--- src/rtl/ps2_command_decoder.sv ---
`timescale 1ns/1ps
`default_nettype none
// ============================================================================
// Module   : ps2_command_decoder
// Purpose  : Turns the raw PS/2 scan-code byte stream into one-cycle game
//            command pulses. Tracks break (F0) and extended (E0) prefixes,
//            suppresses typematic auto-repeat through an 11-bit held-key mask,
//            and remembers the most recently selected asset.
// Ports    : CLOCK_50          in   system clock, rising edge
//            reset             in   asynchronous, active-high
//            received_data     in   [7:0] scan-code byte
//            received_data_en  in   one-cycle byte strobe
//            click             out  Space make pulse (0x29)
//            buy               out  Enter make pulse (0x5A)
//            upgrade_click     out  U make pulse (0x3C)
//            asset_pulse       out  [7:0] one-hot pulse, bit n = key n+1
//            selected_asset    out  [2:0] last asset key pressed, held
//            selection         out  pulse alongside any asset_pulse bit
// Revision : 1.0 - initial release
// ============================================================================
module ps2_command_decoder #(
  parameter int TIMEOUT_CYCLES = 5_000_000
) (
  input  logic       CLOCK_50,
  input  logic       reset,
  input  logic [7:0] received_data,
  input  logic       received_data_en,
  output logic       click,
  output logic       buy,
  output logic       upgrade_click,
  output logic [7:0] asset_pulse,
  output logic [2:0] selected_asset,
  output logic       selection
);

  localparam int CNT_W = (TIMEOUT_CYCLES > 2) ? $clog2(TIMEOUT_CYCLES) : 1;
  localparam logic [CNT_W-1:0] c_timeout_last = CNT_W'(TIMEOUT_CYCLES - 1);
  localparam logic [7:0] c_code_break = 8'hF0;
  localparam logic [7:0] c_code_ext   = 8'hE0;

  typedef enum logic [1:0] {
    S_IDLE      = 2'd0,
    S_BREAK     = 2'd1,
    S_EXT       = 2'd2,
    S_EXT_BREAK = 2'd3
  } state_t;

  state_t           state_q, state_d;
  logic [CNT_W-1:0] cnt_q, cnt_d;
  logic [10:0]      held_q, held_d;
  logic             click_q, click_d;
  logic             buy_q, buy_d;
  logic             upgrade_q, upgrade_d;
  logic [7:0]       asset_q, asset_d;
  logic [2:0]       sel_asset_q, sel_asset_d;
  logic             selection_q, selection_d;

  // Key lookup: w_idx is the held-mask bit (0 Space, 1 Enter, 2 U, 3..10
  // asset keys 1..8); w_asset is the asset number for the asset keys.
  logic       w_mapped;
  logic       w_is_asset;
  logic [3:0] w_idx;
  logic [2:0] w_asset;

  always_comb begin
    w_mapped   = 1'b1;
    w_is_asset = 1'b1;
    w_idx      = 4'd0;
    w_asset    = 3'd0;
    case (received_data)
      8'h29:   begin w_idx = 4'd0;  w_is_asset = 1'b0; end
      8'h5A:   begin w_idx = 4'd1;  w_is_asset = 1'b0; end
      8'h3C:   begin w_idx = 4'd2;  w_is_asset = 1'b0; end
      8'h16:   begin w_idx = 4'd3;  w_asset = 3'd0; end
      8'h1E:   begin w_idx = 4'd4;  w_asset = 3'd1; end
      8'h26:   begin w_idx = 4'd5;  w_asset = 3'd2; end
      8'h25:   begin w_idx = 4'd6;  w_asset = 3'd3; end
      8'h2E:   begin w_idx = 4'd7;  w_asset = 3'd4; end
      8'h36:   begin w_idx = 4'd8;  w_asset = 3'd5; end
      8'h3D:   begin w_idx = 4'd9;  w_asset = 3'd6; end
      8'h3E:   begin w_idx = 4'd10; w_asset = 3'd7; end
      default: begin w_mapped = 1'b0; w_is_asset = 1'b0; end
    endcase
  end

  always_comb begin
    state_d     = state_q;
    cnt_d       = cnt_q;
    held_d      = held_q;
    click_d     = 1'b0;
    buy_d       = 1'b0;
    upgrade_d   = 1'b0;
    asset_d     = 8'h00;
    selection_d = 1'b0;
    sel_asset_d = sel_asset_q;

    if (received_data_en) begin
      // A byte always wins over a coincident timeout.
      cnt_d = '0;
      case (state_q)
        S_IDLE: begin
          if (received_data == c_code_break) begin
            state_d = S_BREAK;
          end else if (received_data == c_code_ext) begin
            state_d = S_EXT;
          end else if (w_mapped && !held_q[w_idx]) begin
            // First make of a key fires; repeats while held are swallowed.
            held_d[w_idx] = 1'b1;
            if (w_is_asset) begin
              asset_d[w_asset] = 1'b1;
              selection_d      = 1'b1;
              sel_asset_d      = w_asset;
            end else begin
              click_d   = (w_idx == 4'd0);
              buy_d     = (w_idx == 4'd1);
              upgrade_d = (w_idx == 4'd2);
            end
          end
        end
        S_BREAK: begin
          if (w_mapped) begin
            held_d[w_idx] = 1'b0;
          end
          state_d = S_IDLE;
        end
        S_EXT: begin
          state_d = (received_data == c_code_break) ? S_EXT_BREAK : S_IDLE;
        end
        default: begin
          state_d = S_IDLE;
        end
      endcase
    end else if (state_q != S_IDLE) begin
      // An abandoned prefix drops back to IDLE; the held mask is untouched.
      if (cnt_q == c_timeout_last) begin
        state_d = S_IDLE;
        cnt_d   = '0;
      end else begin
        cnt_d = cnt_q + CNT_W'(1);
      end
    end
  end

  always_ff @(posedge CLOCK_50 or posedge reset) begin
    if (reset) begin
      state_q     <= S_IDLE;
      cnt_q       <= '0;
      held_q      <= '0;
      click_q     <= 1'b0;
      buy_q       <= 1'b0;
      upgrade_q   <= 1'b0;
      asset_q     <= 8'h00;
      sel_asset_q <= 3'd0;
      selection_q <= 1'b0;
    end else begin
      state_q     <= state_d;
      cnt_q       <= cnt_d;
      held_q      <= held_d;
      click_q     <= click_d;
      buy_q       <= buy_d;
      upgrade_q   <= upgrade_d;
      asset_q     <= asset_d;
      sel_asset_q <= sel_asset_d;
      selection_q <= selection_d;
    end
  end

  assign click          = click_q;
  assign buy            = buy_q;
  assign upgrade_click  = upgrade_q;
  assign asset_pulse    = asset_q;
  assign selected_asset = sel_asset_q;
  assign selection      = selection_q;

endmodule
`default_nettype wire

--- config.mk ---
export PLATFORM = sky130hd
export DESIGN_NAME = ps2_command_decoder
export DESIGN_NICKNAME = d
export VERILOG_FILES = /design/src/rtl/ps2_command_decoder.sv
export SDC_FILE = /design/constraint.sdc
export NUM_CORES = 1
export LEC_CHECK = 0
export CAP_MARGIN = 20
export CORE_ASPECT_RATIO = 1.25
export CORE_MARGIN = 2
export CORE_UTILIZATION = 44
export CTS_CLUSTER_DIAMETER = 200
export DETAILED_ROUTE_END_ITERATION = 10
export PLACE_DENSITY = 0.75
export SYNTH_ARGS = -nofsm -noshare
export SYNTH_HDL_FRONTEND = slang
export SYNTH_SLANG_ARGS = --single-unit
--- constraint.sdc ---
create_clock -name CLOCK_50 -period 3.15 [get_ports CLOCK_50]
set_input_delay 0.63 -clock CLOCK_50 [delete_from_list [all_inputs] [get_ports CLOCK_50]]
set_output_delay 0.63 -clock CLOCK_50 [all_outputs]
set_load 0.01 [all_outputs]
# Word level (Yosys, flattened, before mapping)
# Index checks and enable logic that the tools add are counted.
# word_totals
register_bits	51
latchBits	0
ram_bits	0
mem_bits_ro	0
output_inout_bits	15
elab_cells	112
memories	0
# classes
n_addsub	1
multipliers	0
n_div	0
order_cmp	4
eq_ne	23
shift	0
muxes	55
bitwise	5
reduce_logical	15
# ops
op	count
$mux 23	3
$eq 8x6->1 const B	8
$mux 8	6
$mux 11	4
$pmux 4 s10	1
$mux 1	29
$add 23x1->23 const B	1
$eq 23x23->1 const B	1
$pmux 11 s2	1
$pmux 3 s7	1
$eq 8x5->1 const B	2
$eq 8x8->1 const B	2
$mux 2	6
$reduce_and 6->1	2
$and 11x11->11	1
$not 11->11	1
$or 11x11->11	1
$reduce_or 11->1	1
$eq 8x7->1 const B	1
$ne 2x2->1 const B	4
$reduce_bool 2->1	4
$reduce_or 8->1	1
$lt 4x5->1 const B	1
$bmux 1 s4	1
other kinds (17)	20

# Depth between registers and ports, before layout
# depth
depth_word	12
ltp_mapped	11
ltp_nobuf	8

# Least setup slack after synthesis
# No wires, ideal clock.
# synth_path
kind	input to register
startpoint	input port received_data[4]
endpoint	register sel_asset_q[1] (netlist: selected_asset[1])
setup_ns	0.125
arrival_ns	2.772
required_time_ns	3.025
slack_ns	0.253
path_stages	8
path_buffers	1
cell_sequence	buf_6 -> nor4bb_1 -> nand4b_1 -> nand3_1 -> mux2_2 -> a211oi_2 -> nand4_4 -> mux2_4
# synth_via
elab_chain_cells	7
# synth_lines
item	line_no	rtl
start: declaration	26	input logic [7:0] received_data,
$eq 8x6->1 (tied with other cells)	70	case (received_data)
$pmux 4 s10	70	
$bmux 1 s4	106	end else if (w_mapped && !held_q[w_idx]) begin
$mux 1 (implied by the code)	106	
$logic_not 1->1	106	
$logic_and 1x1->1	106	
$reduce_and 6->1 (no line)	n/a	
end signal: assignment	163	sel_asset_q <= sel_asset_d;
end: declaration	55	logic [2:0] sel_asset_q, sel_asset_d;
# Parallel ways exist; a longest one is shown, timed or not. The select of a mux whose other input is x is not followed.
# A chain may end at the register's enable or synchronous reset.

==> flow_summary.toml <==
[route]
drt_iter0_drc = 150
num_vias = 2496
drt-total-wl_um = 6730
drt-wirelength-per-cell_um = 14.8
route.detailed.drc = 0
postRouteAntennaNets = 0
viasPerCell = 5.50
first_pass_iters = 4

[floorplan]
num_io_pins = 26
core_sq_um = 6520
fp.dieH_um = 95.7
rows = 33
dieArea_sq_um = 7400
initial_core_util_pct = 45.3
die_w_um = 77.3

[place]
dp_hpwl_um = 5120
gp_congestion = 0.882
dpl_cell_area_sq_um = 3570
place_ws_ns = -0.231
port_buffers = 25

[global_route]
grt_usage_pct = 18.9
first_global_vias = 2429
grt-ovfl-total = 0
grt_max_degree = 36
grt_pass1_wl_um = 11200
antenna_found_initial = 0

[pwr]
power_frac_seq_pct = 57.0
p_sw_w = 0.000290
p_int_w = 0.000874
p_comb_share_pct = 11.2
power_density_nw_per_um2 = 316
clock_power_share_pct = 31.8
vdd_drop_max_mv = 0.242
swShare_pct = 24.9
leakage_nw = 1.64

[logic_synthesis]
synth_area_leader_cell = "dfrtp_1"
synthTopCellsByArea = "dfrtp_1 (43%), nor2_1 (5.2%), mux2_2 (4.6%), o21a_1 (3.0%), nand2_1 (2.9%)"
syn_nets = 315
ys_types = 67
synth_top_area_share_pct = 43.2
post_synth.cell_area_avg_sq_um = 9.76
synth_edf_count = 0
postSynthCellCount = 303
ys_seq_area_share_pct = 43.2
yosysWarnings = 0
ys.flop_type = "dfrtp_1"
netlist_area_sq_um = 2960
ys_ff_latch = 51
ys_async_sr_fraction_pct = 100

[finish]
multi_input_area_sq_um = 1600
design_area_sq_um = 3690
layout-drive-gt1-share_pct = 25.1
nets = 379
diodes = 0
fin_util_pct = 56.6
fillers = 593
area_delta_synth_final_pct = 24.8
seqCellArea_sq_um = 1280
final_common_cell = "dfrtp_1"
layout_common_cells = "dfrtp_1 (51), buf_4 (46), nor2_1 (41)"

[cts]
cts.sinks = 51
htree_levels = 2
cts_tree = "done"
cts_hold_buffers = 0
cts_root_buf = "clkbuf_8"
clockBufferDepth = 2
cts_setup_buffers = 0
clk_pin_slew_worst_paths_ns = 0.09
cts_made_buffers = 5
clock_latency_ns = 0.30

[timing]
setup_tns_ns = 0
hold_viol = 0
setup_viol = 0
fmax_mhz = 325
relSlewSlack_pct = 61.4
fin_crit_ns = 3.08
fin_ws_ns = 0.0722
worst_pin_slew_ns = 0.574
rsz0062_at_grt = "true"
finClkSkew_ns = 0.00754
slew_violations = 0
min_period_over_period_pct = 97.7

[worst_setup_path]
cp-end-kind = "register"
cp-start-kind = "input port"
ff2ff_setup_slack_ns = 0.77
critPathKind = "input port to register"
cp_max_fo = 11
critPathArrivalTime_ns = 3.28
crit_required_ns = 3.35

[status]
outcome = "finished clean"

[worst_hold_path]
min_path_type = "register to register"

[job]
maxCapViolations = 0
repair_timing:
action,CTS,global route
setup endpoints to repair,0,14
resized for setup,0,8
hold endpoints to repair,0,0
cell type report:
type	instances	area share (%)
Multi-Input combinational cell	231	43.4
Sequential cell	51	34.6
Timing Repair Buffer	71	16.1
Tap cell	87	2.95
Clock buffer	5	1.87
Inverter	7	0.712
Clock inverter	2	0.373
logic make-up (layout without fill, tap and decap cells):
group | count (synthesis) | count (layout) | share of synthesized area [%]
AO/OA/AOI/OAI | 60 | 60 | 15.6
XOR/XNOR | 12 | 12 | 3.56
adder cells (fa/ha/maj) | 1 | 1 | 0.423
buffers and inverters | 21 | 85 | 4.02
flip-flops | 51 | 51 | 43.2
multiplexers | 15 | 15 | 5.92
AND/OR/NAND/NOR | 143 | 143 | 27.3
per-stage QoR:
stage	hold WS, ns	std cells	total power (W)
5_1_grt	0.518	454	0.00121
3_3_place_gp	0.479	447	0.000800
2_1_floorplan	0.472	303	0.000746
4_1_cts	0.500	454	0.00117
6_report	0.500	454	0.00116
3_5_place_dp	0.473	447	0.000803
power groups by stage:
stage | Combinational [W] | Sequential (W) | Clock [W]
after CTS | 0.000127 | 0.000663 | 0.000378
after global placement | 0.000124 | 0.000676 | 0
after detailed placement | 0.000127 | 0.000676 | 0
after floorplan | 0.0000708 | 0.000675 | 0
final | 0.000131 | 0.000663 | 0.000370
after global routing | 0.000143 | 0.000664 | 0.000399
path summary, 6_finish.rpt:
path / startpoint / to / depth (start not counted)
min in group asynchronous: reset / cnt_q[16]$_DFFE_PP0P_ / 2
worst min-delay path: selected_asset[0]$_DFFE_PP0P_ / selected_asset[0]$_DFFE_PP0P_ / 1
max in group asynchronous: reset / asynchronous set/reset pin / 3
worst max-delay path: received_data[5] / register / 10
worst min register to register: selected_asset[0]$_DFFE_PP0P_ / selected_asset[0]$_DFFE_PP0P_ / 1
worst max register to register: cnt_q[10]$_DFFE_PP0P_ / cnt_q[11]$_DFFE_PP0P_ / 6
synth_stat cells, types with 3 or more instances:
| cell | n |
|---|---|
| nor2_1 | 41 |
| nand2b_1 | 3 |
| clkbuf_1 | 4 |
| o21ai_0 | 12 |
| nand2_1 | 23 |
| o21a_1 | 12 |
| mux2_2 | 12 |
| a21oi_1 | 9 |
| xnor2_1 | 3 |
| buf_6 | 4 |
| nand3_1 | 9 |
| and3_1 | 3 |
| nor3b_1 | 4 |
| nor3_1 | 9 |
| xor2_1 | 9 |
| inv_1 | 7 |
| nand4_1 | 12 |
| nor2b_1 | 5 |
| buf_2 | 5 |
| dfrtp_1 | 51 |
| o31ai_1 | 3 |
| or3_1 | 5 |
worst max-delay path, stage by stage:
cell and delay (ns):
clkdlybuf4s50_1 0.53, nor4bb_1 0.33, buf_4 0.19, and4_1 0.32, a2111oi_1 0.10, buf_4 0.15
a41o_1 0.24, or2_1 0.35, mux2_2 0.32, o21a_1 0.10
routing by layer:
metal,wire [um],share of wire (%),vias up,track usage (%)
met5,0,0,-,0
met4,62,0.92,0,5.36
met3,201,3.0,6,3.03
met2,3680,55,42,36.0
met1,2780,41,1217,21.8
li1,-,-,1231,-
Power figures use the tool's default switching activity.
